`src/rtl/sipo_pkg.sv`:
```
`default_nettype none
// +--------------------------------------------------------------------------+
// | Module      : sipo_pkg                                                   |
// | Description : Shared constants and types for the SIPO shift register:    |
// |               default word width, bit-counter width helper and the       |
// |               cnt_t type sized for the default width.                    |
// | Revision    : 1.0  initial release                                       |
// +--------------------------------------------------------------------------+
package sipo_pkg;

  localparam int SIPO_WIDTH_DEFAULT = 4;

  // Counter must hold 0..WIDTH-1; sized with WIDTH+1 so that WIDTH itself
  // would also fit, keeping the port width identical to the documented one.
  function automatic int cnt_width(input int width);
    return $clog2(width + 1);
  endfunction

  localparam int SIPO_CNT_W_DEFAULT = $clog2(SIPO_WIDTH_DEFAULT + 1);

  typedef logic [SIPO_CNT_W_DEFAULT-1:0] cnt_t;

endpackage
`default_nettype wire

```
`src/rtl/sipo_bit_counter.sv`:
```
`default_nettype none
// +--------------------------------------------------------------------------+
// | Module      : sipo_bit_counter                                           |
// | Description : Modulo-WIDTH counter with enable. Counts enabled edges and |
// |               emits a registered one-cycle wrap pulse on the edge that   |
// |               takes the count from WIDTH-1 back to 0.                    |
// | Ports       : clk   - rising-edge clock                                  |
// |               rst_n - asynchronous active-low reset                      |
// |               en    - count enable                                       |
// |               count - current count, 0..WIDTH-1 (registered)             |
// |               wrap  - one-cycle pulse after the wrapping edge            |
// | Revision    : 1.0  initial release                                       |
// +--------------------------------------------------------------------------+
module sipo_bit_counter
  import sipo_pkg::*;
#(
  parameter int WIDTH = SIPO_WIDTH_DEFAULT,
  parameter int CNT_W = cnt_width(WIDTH)
) (
  input  logic             clk,
  input  logic             rst_n,
  input  logic             en,
  output logic [CNT_W-1:0] count,
  output logic             wrap
);

  localparam logic [CNT_W-1:0] C_LAST_CNT = CNT_W'(WIDTH - 1);
  localparam logic [CNT_W-1:0] C_ONE      = CNT_W'(1);

  logic [CNT_W-1:0] count_q;
  logic [CNT_W-1:0] count_d;
  logic             wrap_q;
  logic             wrap_d;

  always_comb begin
    count_d = count_q;
    wrap_d  = 1'b0;
    if (en) begin
      if (count_q == C_LAST_CNT) begin
        count_d = '0;
        wrap_d  = 1'b1;
      end else begin
        count_d = count_q + C_ONE;
      end
    end
  end

  always_ff @(posedge clk or negedge rst_n) begin
    if (!rst_n) begin
      count_q <= '0;
      wrap_q  <= 1'b0;
    end else begin
      count_q <= count_d;
      wrap_q  <= wrap_d;
    end
  end

  assign count = count_q;
  assign wrap  = wrap_q;

endmodule
`default_nettype wire

```
`src/rtl/sipo_shift_reg.sv`:
```
`default_nettype none
// +--------------------------------------------------------------------------+
// | Module      : sipo_shift_reg                                             |
// | Description : Serial-in/parallel-out shift register. On every clock with |
// |               load high the serial bit enters out[0] and older bits move |
// |               toward the MSB. A frame pulse marks each completed         |
// |               WIDTH-bit word. All outputs are registered.                |
// | Ports       : clk     - rising-edge clock                                |
// |               rst_n   - asynchronous active-low reset                    |
// |               load    - shift enable (1 = capture cnst, 0 = hold)        |
// |               cnst    - serial data input                                |
// |               out     - parallel register contents [WIDTH-1:0]           |
// |               bit_cnt - bits captured in the current word                |
// |               frame   - one-cycle pulse after the WIDTH-th bit           |
// |               parity  - XOR of out (only with SIPO_PARITY_EN defined)    |
// | Options     : SIPO_PARITY_EN - adds the registered parity output port.   |
// | Revision    : 1.0  initial release                                       |
// +--------------------------------------------------------------------------+
module sipo_shift_reg
  import sipo_pkg::*;
#(
  parameter int WIDTH = SIPO_WIDTH_DEFAULT
) (
  input  logic                        clk,
  input  logic                        rst_n,
  input  logic                        load,
  input  logic                        cnst,
  output logic [WIDTH-1:0]            out,
  output logic [cnt_width(WIDTH)-1:0] bit_cnt,
  output logic                        frame
`ifdef SIPO_PARITY_EN
  ,
  output logic                        parity
`endif
);

  localparam int CNT_W = cnt_width(WIDTH);

  logic [WIDTH-1:0] out_q;
  logic [WIDTH-1:0] out_d;

  // New bit enters at the LSB; out[WIDTH-1] is the oldest bit and is dropped.
  always_comb begin
    out_d = out_q;
    if (load) begin
      out_d = {out_q[WIDTH-2:0], cnst};
    end
  end

  always_ff @(posedge clk or negedge rst_n) begin
    if (!rst_n) begin
      out_q <= '0;
    end else begin
      out_q <= out_d;
    end
  end

  assign out = out_q;

  sipo_bit_counter #(
    .WIDTH (WIDTH),
    .CNT_W (CNT_W)
  ) u_bit_counter (
    .clk   (clk),
    .rst_n (rst_n),
    .en    (load),
    .count (bit_cnt),
    .wrap  (frame)
  );

`ifdef SIPO_PARITY_EN
  logic parity_q;
  logic parity_d;

  // Computed from the next register value so parity tracks out in the same
  // cycle rather than lagging it by one shift.
  always_comb begin
    parity_d = parity_q;
    if (load) begin
      parity_d = ^out_d;
    end
  end

  always_ff @(posedge clk or negedge rst_n) begin
    if (!rst_n) begin
      parity_q <= 1'b0;
    end else begin
      parity_q <= parity_d;
    end
  end

  assign parity = parity_q;
`endif

endmodule
`default_nettype wire

```
`config.mk`:
```
export PLATFORM = sky130hd
export DESIGN_NAME = sipo_shift_reg
export DESIGN_NICKNAME = d
export VERILOG_FILES = /design/src/rtl/sipo_pkg.sv /design/src/rtl/sipo_bit_counter.sv /design/src/rtl/sipo_shift_reg.sv
export SDC_FILE = /design/constraint.sdc
export NUM_CORES = 1
export LEC_CHECK = 0
export ABC_AREA = 1
export BUFFER_PORTS_ARGS = -buffer_cell sky130_fd_sc_hd__buf_4
export CORE_AREA = 2 2 39 41
export CTS_CLUSTER_DIAMETER = 200
export CTS_CLUSTER_SIZE = 20
export DETAILED_ROUTE_END_ITERATION = 10
export DIE_AREA = 0 0 41 43
export PLACE_DENSITY_LB_ADDON = 0.15
export SYNTH_ARGS = -nofsm -noshare
export SYNTH_HDL_FRONTEND = slang
export SYNTH_SLANG_ARGS = --single-unit
export TNS_END_PERCENT = 30
```
`constraint.sdc`:
```
create_clock -name clk -period 1.55 [get_ports clk]
set_clock_uncertainty 0.1 [all_clocks]
set_input_delay 0.31 -clock clk [delete_from_list [all_inputs] [get_ports clk]]
set_output_delay 0.31 -clock clk [all_outputs]
set_load 0.05 [all_outputs]
```
=== Yosys cells after proc, flatten, opt, wreduce, memory -nomap -nowiden ===
Cells that the tools add are included.
Widths: inputs -> output; s select.

* $add $sub $neg: 1
* Equal/unequal tests: 1
* Mux-type cells: 3

{| class="wikitable"
|+ Operator list
! cell !! number
|-
| $add 3x1->3 const B || 1
|-
| $eq 3x2->1 const B || 1
|-
| $mux 3 || 1
|-
| $mux 1 || 2
|}

* Bits in registers: 8
* Output and inout port bits: 8

=== Logic depth before layout (Yosys ltp) ===
Gate-level depths: netlist of the first run.

* Depth in word-level cells: 3
* Depth in mapped cells: 5
* Gate-level depth less buffers: 5

=== By module ===
A second synthesis of the first run with hierarchy kept.

* Cells, all modules: 34
* Area total of the unflattened synthesis: 310.3 um^2

{| class="wikitable"
|+ Modules (own cells, without submodules)
! module !! times used !! cells each !! area an instance (um^2) !! seq. area each (um^2)
|-
| sipo_bit_counter || 1 || 17 || 161.4 || 100.1
|-
| sipo_shift_reg || 1 || 17 || 148.9 || 100.1
|}

=== Least setup slack after synthesis of the first run ===
Ideal clock, no wire load.

* Path kind: register to register
* From: reg u_bit_counter.count_q[0], in the netlist u_bit_counter.count[0]
* To: reg u_bit_counter.count_q[1], in the netlist u_bit_counter.count[1]
* Arrival: 1134 ps
* Setup slack: 198 ps
* Cell stages (with the launch flop): 6
* Path buffers: 0
* Period minus slack after synthesis: 1352 ps
* Cells stage by stage: dfrtp_1 -> ha_1 -> nand2_1 -> inv_1 -> nand2_1 -> nand2_1

* Longest elaborated chain between the ends: 2
* Elaborated cells between the ends (all ways): 3

{| class="wikitable"
|+ RTL lines
! element !! line !! RTL
|-
| from (decl) || sipo_bit_counter.sv:30 || <nowiki>logic [CNT_W-1:0] count_q;</nowiki>
|-
| from (signal assigned) || sipo_bit_counter.sv:53 || <nowiki>count_q <= count_d;</nowiki>
|-
| $add 3x1->3 or $eq 3x2->1 (tied branches) || sipo_bit_counter.sv:43, sipo_bit_counter.sv:39 ||
|-
| $mux 3 * || sipo_bit_counter.sv:39 || <nowiki>if (count_q == C_LAST_CNT) begin</nowiki>
|}

Every way passes the cells marked *; elsewhere a longest branch is shown, timed or not.
A chain may end at the register's enable or synchronous reset.

=== Worst setup path in the final report of the first run ===
* From: reg u_bit_counter.count_q[0], in the netlist u_bit_counter.count[0]
* To: out bit_cnt[0]

{| class="wikitable"
|+ RTL lines
! element !! line !! RTL
|-
| to (decl) || sipo_shift_reg.sv:29 || <nowiki>output logic [cnt_width(WIDTH)-1:0] bit_cnt,</nowiki>
|}

No word-level cell between the ends.

==> results of run 1 <==
## where the power goes
group          switching, mW  internal (mW)  total, mW
registers             0.0343          0.254      0.288
clock network         0.0759         0.0890      0.165
logic                  0.236          0.100      0.336
## worst max-delay path by stage
stage | start | end | slack [ns] | depth (start not counted)
after floorplan | u_bit_counter.count[0] | u_bit_counter.count[1] | 0.20 | 5
after global placement | u_bit_counter.count[0] | u_bit_counter.count[1] | 0.47 | 5
after detailed placement | u_bit_counter.count[0] | u_bit_counter.count[1] | 0.43 | 5
after CTS | u_bit_counter.count[0] | bit_cnt[0] | 0.26 | 1
after global routing | u_bit_counter.count[0] | bit_cnt[0] | 0.24 | 1
final | u_bit_counter.count[0] | bit_cnt[0] | 0.27 | 1
## through the flow
stage	total power [mW]	area [µm²]	utilization, %	hold WS, ns	setup WS [ns]
final	0.789	448	32.4	0.156	0.267
after global routing	0.826	448	32.4	0.153	0.237
after CTS	0.794	448	32.4	0.159	0.260
after detailed placement	0.631	415	30.0	0.0351	0.432
after global placement	0.622	415	30.0	0.0304	0.471
after floorplan	0.523	313	-	-0.0856	0.198
## cells in the final DEF, fill, tap and decap left out
master / synthesis / routed
ha_1: 1 / 1
inv_2: 1 / 1
o21ai_0: 1 / 1
dfrtp_1: 8 / 8
dlygate4sd3_1: 0 / 1
nor2_2: 1 / 1
nor2_1: 1 / 1
clkbuf_4: 0 / 3
o21ai_1: 1 / 1
a21oi_1: 1 / 1
buf_4: 0 / 11
nand2_1: 16 / 16
inv_1: 3 / 3
## worst reg2reg max path: stages, from the launching register on
cell and delay [ns]:
dfrtp_1 0.41, ha_1 0.30, nand2_1 0.07, inv_1 0.04, nand2_1 0.05, nand2_1 0.05
## routing by layer
metal / GRT usage [%] / vias to the layer above
li1: - / 133
met1: 9.93 / 125
met2: 11.3 / 6
met3: 3.14 / 0
met4: 6.00 / 0
met5: 0 / -
## kinds of logic (layout without fill, tap and decap cells)
group                      count (synthesis)  after routing  share of synthesized area, %
and+or+nand+nor                           18             18                          22.4
DFF                                        8              8                          64.0
buffers and inverters                      4             19                          4.80
AOI/OAI and AO/OA                          3              3                          4.80
adders and majority gates                  1              1                          4.00
## flip-flops by register name, indices dropped and copies added, names as in the netlist
signal and cells:
u_bit_counter.count 3, out 4, u_bit_counter.wrap 1
## layout make-up
type,instances,area [µm²],area share (%)
timing repair buffer,12,92.6,20.7
multi-input combinational,22,97.6,21.8
inverter,4,15.0,3.35
tap,16,20.0,4.47
sequential,8,200,44.7
clock buffer,3,22.5,5.03
## cells in the mapped netlist
cell type,count
nand2_1,16
dfrtp_1,8
inv_1,3
a21oi_1,1
ha_1,1
inv_2,1
nor2_1,1
nor2_2,1
o21ai_0,1
o21ai_1,1
==> load_flow_metrics.sql, run 1 <==
INSERT INTO impl_metrics (metric_group, metric, value, unit) VALUES
('setup_path', 'timing.critical_path.slowest_cell_delay', '0.40', 'ns'),
('min_path', 'worstHoldEndpoint', 'out[0]', ''),
('pwr', 'leakage_power_figure', '0.251', 'nW'),
('setup_path', 'reg_to_reg_startpoint', 'u_bit_counter.count[0]', ''),
('timing', 'hold_violations', '0', ''),
('floorplan', 'die_width', '41', 'µm'),
('clock_network', 'max-clock-path-buffers', '2', ''),
('placed_design', 'dp_hpwl', '464', 'µm'),
('clock_network', 'clock_insertion_delay_worst_skew', '0.25', 'ns'),
('drt', 'dr_vias', '264', ''),
('layout', 'n_fill_cell', '152', ''),
('drt', 'viasPerCell', '4.06', ''),
('drt', 'detailedRoute.firstPassIterationCount', '4', ''),
('global_routing', 'gr-total-overflow', '0', ''),
('global_routing', 'grt_pass1_wl', '938', 'µm'),
('clock_network', 'tritoncts_num_sinks', '8', ''),
('pwr', 'peakVddDrop', '570', 'µV'),
('synth', 'ys_warn_count', '0', ''),
('synth', 'synthDistinctLibCells', '10', ''),
('global_routing', 'grt_usage', '8.21', '%'),
('timing', 'final-setup-viol-count', '0', ''),
('floorplan', 'floorplan.die_area', '1760', 'µm²'),
('clock_network', 'clock_tree.root_cell', 'clkbuf_4', ''),
('timing', 'post-route-min-period', '1.28', 'ns'),
('setup_path', 'reg2reg_to', 'u_bit_counter.count[1]', ''),
('clock_network', 'post-cts-setup-buffers', '0', ''),
('flow_run', 'cap_viol_max_count', '0', ''),
('min_path', 'min_path_cells', '3', ''),
('layout', 'antenna_cells', '0', ''),
('timing', 'timing.setup.tns', '0', 'ns'),
('setup_path', 'worstPathArrival', '0.87', 'ns'),
('clock_network', 'clk_transition_reported_paths', '0.06', 'ns'),
('floorplan', 'rows', '14', ''),
('timing', 'highest_attainable_clock_frequency', '0.779', 'GHz'),
('drt', 'drt-total-wl', '631', 'µm'),
('setup_path', 'critical_path_required', '1.14', 'ns'),
('placed_design', 'dpl.cell_count', '61', ''),
('layout', 'design.final.nets', '56', ''),
('drt', 'initialDrtViolationCount', '5', ''),
('timing', 'grt_setup_unrepaired', 'no', ''),
('min_path', 'holdCritPathClass', 'input port to flip-flop', ''),
('timing', 'tightest_slew', '0.135', 'ns'),
('setup_path', 'timing.reg2reg.setup_slack', '0.44', 'ns'),
('min_path', 'timing.hold.worst.start', 'cnst', ''),
('layout', 'final_layout_size_suffix_gt1_share', '32.7', '%'),
('setup_path', 'setup.worst_path.end_class', 'output pin', ''),
('synth', 'synthesis.nets', '39', ''),
('clock_network', 'cts_max_level', '1', ''),
('setup_path', 'critical_path.cell_chain', 'buf_4', ''),
('placed_design', 'gp_congestion', '0.754', ''),
('synth', 'synthDominantCellAreaShare', '64.0', '%'),
('synth', 'yosysTopAreaCell', 'dfrtp_1', ''),
('global_routing', 'grt_max_degree', '9', ''),
('drt', 'routed_wire_length_per_instance', '9.71', 'µm'),
('layout', 'final_standard_cell_count_with_taps_included_and_fillers_excluded', '65', ''),
('floorplan', 'dieHeight', '43', 'µm'),
('floorplan', 'floorplan.initialDensity', '22.6', '%'),
('global_routing', 'grt_antenna_before_repair', '0', ''),
('drt', 'met1_length', '291', 'µm'),
('synth', 'syn_area', '313', 'µm²'),
('placed_design', 'portbufs', '11', ''),
('setup_path', 'critical_path_class', 'flip-flop to output pin', ''),
('timing', 'final_max_slew_viol_count', '0', ''),
('drt', 'antenna_left', '0', ''),
('timing', 'max-slew-margin-rel', '90.9', '%'),
('clock_network', 'inserted_clock_buffers', '3', ''),
('drt', 'top_signal_layer_used', 'met3', ''),
('timing', 'period_share', '82.8', '%'),
('setup_path', 'critical_path.top_delay_family', 'flip-flops', ''),
('layout', 'flow.area_growth_from_synthesis', '43.2', '%'),
('outcome', 'outcome', 'complete, no violations', '');
Note: power is estimated with default switching activity, not from simulation.
==> run 2, diff against run 1 <==
--- a/config.mk
+++ b/config.mk
@@ -5,7 +5,7 @@
 export SDC_FILE = /design/constraint.sdc
 export NUM_CORES = 1
 export LEC_CHECK = 0
-export ABC_AREA = 1
+export ABC_AREA = 0
 export BUFFER_PORTS_ARGS = -buffer_cell sky130_fd_sc_hd__buf_4
 export CORE_AREA = 2 2 39 41
 export CTS_CLUSTER_DIAMETER = 200
==> constraint.sdc (replaced) <==
create_clock -name clk -period 1.16 [get_ports clk]
set_clock_uncertainty 0.1 [all_clocks]
set_input_delay 0.232 -clock clk [delete_from_list [all_inputs] [get_ports clk]]
set_output_delay 0.232 -clock clk [all_outputs]
set_load 0.05 [all_outputs]
==> load_flow_metrics.sql, run 2 <==
INSERT INTO impl_metrics (metric_group, metric, value, unit) VALUES
('timing', 'tightest_slew', '0.153', 'ns'),
('layout', 'final_standard_cell_count_with_taps_included_and_fillers_excluded', '55', ''),
('setup_path', 'timing.critical_path.slowest_cell_delay', '0.43', 'ns'),
('timing', 'final_max_slew_viol_count', '0', ''),
('synth', 'synth.yosys.seq_area_share', '59.5', '%'),
('layout', 'mostFrequentLayoutCells', 'buf_6, dfrtp_1, buf_4', ''),
('setup_path', 'setup.worst_path.end_class', 'output pin', ''),
('drt', 'viasPerCell', '4.11', ''),
('placed_design', 'pre_cts_slack', '0.0971', 'ns'),
('clock_network', 'tritoncts', 'done', ''),
('setup_path', 'critical_path.slowest_cell', 'dfrtp_2', ''),
('clock_network', 'inserted_clock_buffers', '3', ''),
('timing', 'timing.setup.tns', '-0.0291', 'ns'),
('layout', 'multi_input_gate_area', '133', 'µm²'),
('layout', 'flow.area_growth_from_synthesis', '52.0', '%'),
('setup_path', 'critical_path_required', '0.83', 'ns'),
('synth', 'ys_dominant_reg_cell', 'dfrtp_1', ''),
('setup_path', 'start_kind', 'flip-flop', ''),
('floorplan', 'rows', '14', ''),
('drt', 'post-route-drc-count', '0', ''),
('timing', 'max-slew-margin-rel', '89.7', '%'),
('placed_design', 'portbufs', '11', ''),
('outcome', 'outcome', 'finished with violations', ''),
('timing', 'final-setup-viol-count', '2', ''),
('outcome', 'violations_in_the_final_reports', 'setup timing', ''),
('synth', 'synthesis.nets', '28', ''),
('min_path', 'min_path_cells', '2', ''),
('min_path', 'holdCritPathClass', 'input port to flip-flop', ''),
('pwr', 'power.density', '2220', 'nW/µm²'),
('placed_design', 'dp_hpwl', '422', 'µm'),
('layout', 'largest_register_ffs', '4', ''),
('timing', 'post-route-min-period', '1.17', 'ns'),
('clock_network', 'max-clock-path-buffers', '2', ''),
('timing', 'hold_violations', '0', ''),
('global_routing', 'grt_usage', '8.22', '%'),
('synth', 'ys_ff_latch', '8', ''),
('layout', 'post-route-cell-area', '512', 'µm²'),
('floorplan', 'core_ar', '1380', 'µm²'),
('global_routing', 'grt_antenna_before_repair', '0', ''),
('timing', 'period_share', '101', '%'),
('synth', 'yosysTopAreaCell', 'dfrtp_1', ''),
('synth', 'synth_commonest_cells', 'dfrtp_1, mux2_4, nand2b_1', ''),
('clock_network', 'clk_transition_reported_paths', '0.06', 'ns'),
('setup_path', 'critical_path_class', 'flip-flop to output pin', ''),
('synth', 'synth_edf_count', '0', ''),
('layout', 'design.final.nets', '45', ''),
('floorplan', 'die_width', '41', 'µm'),
('global_routing', 'grt_max_degree', '11', ''),
('synth', 'ys_top_cells_by_area', 'dfrtp_1, mux2_4, ha_1, nand2b_1, buf_6', ''),
('global_routing', 'grt_pass1_wl', '910', 'µm'),
('layout', 'n_fill_cell', '139', ''),
('clock_network', 'cts_max_level', '1', ''),
('floorplan', 'floorplan.initialDensity', '24.3', '%'),
('setup_path', 'worstSetupPathDepth', '1', ''),
('synth', 'synthesized_instance_count', '23', ''),
('clock_network', 'clock_insertion_delay_worst_skew', '0.26', 'ns'),
('clock_network', 'tritoncts_num_sinks', '8', ''),
('floorplan', 'floorplan.die_area', '1760', 'µm²'),
('synth', 'synth.most_common_cell', 'dfrtp_1', ''),
('drt', 'antenna_left', '0', ''),
('layout', 'final_common_cell', 'buf_6', ''),
('timing', 'highest_attainable_clock_frequency', '0.851', 'GHz'),
('setup_path', 'crit_fanout', '3', ''),
('floorplan', 'io_pins', '12', ''),
('global_routing', 'gr-total-overflow', '0', ''),
('synth', 'synthDominantCellAreaShare', '59.5', '%'),
('placed_design', 'dpl-instance-area', '442', 'µm²'),
('placed_design', 'dpl.cell_count', '49', ''),
('layout', 'antenna_cells', '0', ''),
('layout', 'combined_flip_flop_and_latch_cell_area', '203', 'µm²'),
('setup_path', 'r2r_cells', '3', ''),
('synth', 'syn-mean-instance-area', '14.6', 'µm²'),
('synth', 'postSynth.asyncResetShare', '100', '%'),
('timing', 'post-route-worst-setup-slack', '-0.0146', 'ns'),
('pwr', 'peakVddDrop', '492', 'µV'),
('layout', 'final_layout_size_suffix_gt1_share', '61.5', '%'),
('synth', 'ys_warn_count', '0', ''),
('setup_path', 'cp_num_buf_inv', '1', ''),
('setup_path', 'worstPathArrival', '0.84', 'ns'),
('drt', 'drt-total-wl', '597', 'µm'),
('placed_design', 'gp_congestion', '0.598', ''),
('synth', 'syn_area', '337', 'µm²'),
('timing', 'grt_setup_unrepaired', 'yes', ''),
('flow_run', 'cap_viol_max_count', '0', ''),
('pwr', 'leakage_power_figure', '0.248', 'nW'),
('setup_path', 'critical_path.cell_chain', 'buf_6', ''),
('drt', 'initialDrtViolationCount', '2', ''),
('floorplan', 'dieHeight', '43', 'µm'),
('synth', 'synthDistinctLibCells', '12', ''),
('setup_path', 'critical_path.top_delay_family', 'flip-flops', ''),
('clock_network', 'clock_tree.root_cell', 'clkbuf_4', ''),
('global_routing', 'grt_pass1_vias', '217', ''),
('drt', 'routed_wire_length_per_instance', '10.9', 'µm'),
('drt', 'dr_vias', '226', ''),
('drt', 'detailedRoute.firstPassIterationCount', '2', '');
==> run 2: cell count changes after synthesis, moves of 2 or more <==
cell	delta
nand2_1	-15
nand2b_1	+2
mux2_4	+4
inv_1	-2
==> run 2: logic make-up (layout without fill, tap and decap cells) <==
family / Yosys count / in the layout / synth area share, %
AND/OR/NAND/NOR: 5 / 5 / 8.92
adder cells (fa/ha/maj): 1 / 1 / 3.72
AO/OA/AOI/OAI: 3 / 3 / 5.58
multiplexers: 4 / 4 / 17.8
buffers and inverters: 2 / 18 / 4.46
flip-flops: 8 / 8 / 59.5
==> run 2: worst paths after layout <==
path,startpoint,end,slack [ns]
setup / recovery,u_bit_counter.count[1],bit_cnt[1],-0.01
hold / removal,cnst,out[0],0.11
setup reg to reg,u_bit_counter.count[0],u_bit_counter.wrap,0.09
hold reg to reg,out[3],out[3],0.43
max in group asynchronous,rst_n,out[3],0.59
min in group asynchronous,rst_n,u_bit_counter.wrap,0.22
==> run 2: layout make-up <==
cell class | instances | share of cell area [%]
clock buffers | 4 | 5.13
flip-flops and latches | 8 | 39.6
inverters | 1 | 0.733
well taps | 16 | 3.91
multi-input cells | 13 | 25.9
repair buffers | 13 | 24.7
==> run 2: layer usage <==
metal	global-route usage, %	wire length (µm)	vias up
met2	10.0	294	6
met1	10.3	273	112
met3	3.14	30	0
met5	0	0	-
li1	-	-	108
met4	8.00	0	0
==> run 2: what timing repair did <==
action                                 4_1_cts  5_1_grt
hold buffers                                 1        0
pin swaps                                    0        0
setup endpoints to repair                    6        6
resized for setup                            6        1
setup buffers                                1        0
endpoints found under the hold margin        8        0
gates cloned                                 0        0
==> run 2: through the flow <==
step,utilization (%),total power [mW],hold WS [ns]
after CTS,36.7,1.14,0.106
after global placement,31.9,0.854,-0.0477
after floorplan,-,0.732,-0.164
after global routing,37.0,1.19,0.111
after detailed placement,31.9,0.866,-0.0439
final,37.0,1.13,0.114
==> run 2: worst register-to-register path: stages (launching register included) <==
cell and delay [ns]:
dfrtp_2 0.43, ha_2 0.19, nor2b_4 0.13, and2_4 0.12
==> run 2: report_power, final <==
group	internal, mW	total, mW	switching, mW	leakage (nW)
registers	0.344	0.399	0.0546	0.0969
clock network	0.132	0.232	0.100	0.0150
logic	0.210	0.503	0.293	0.136
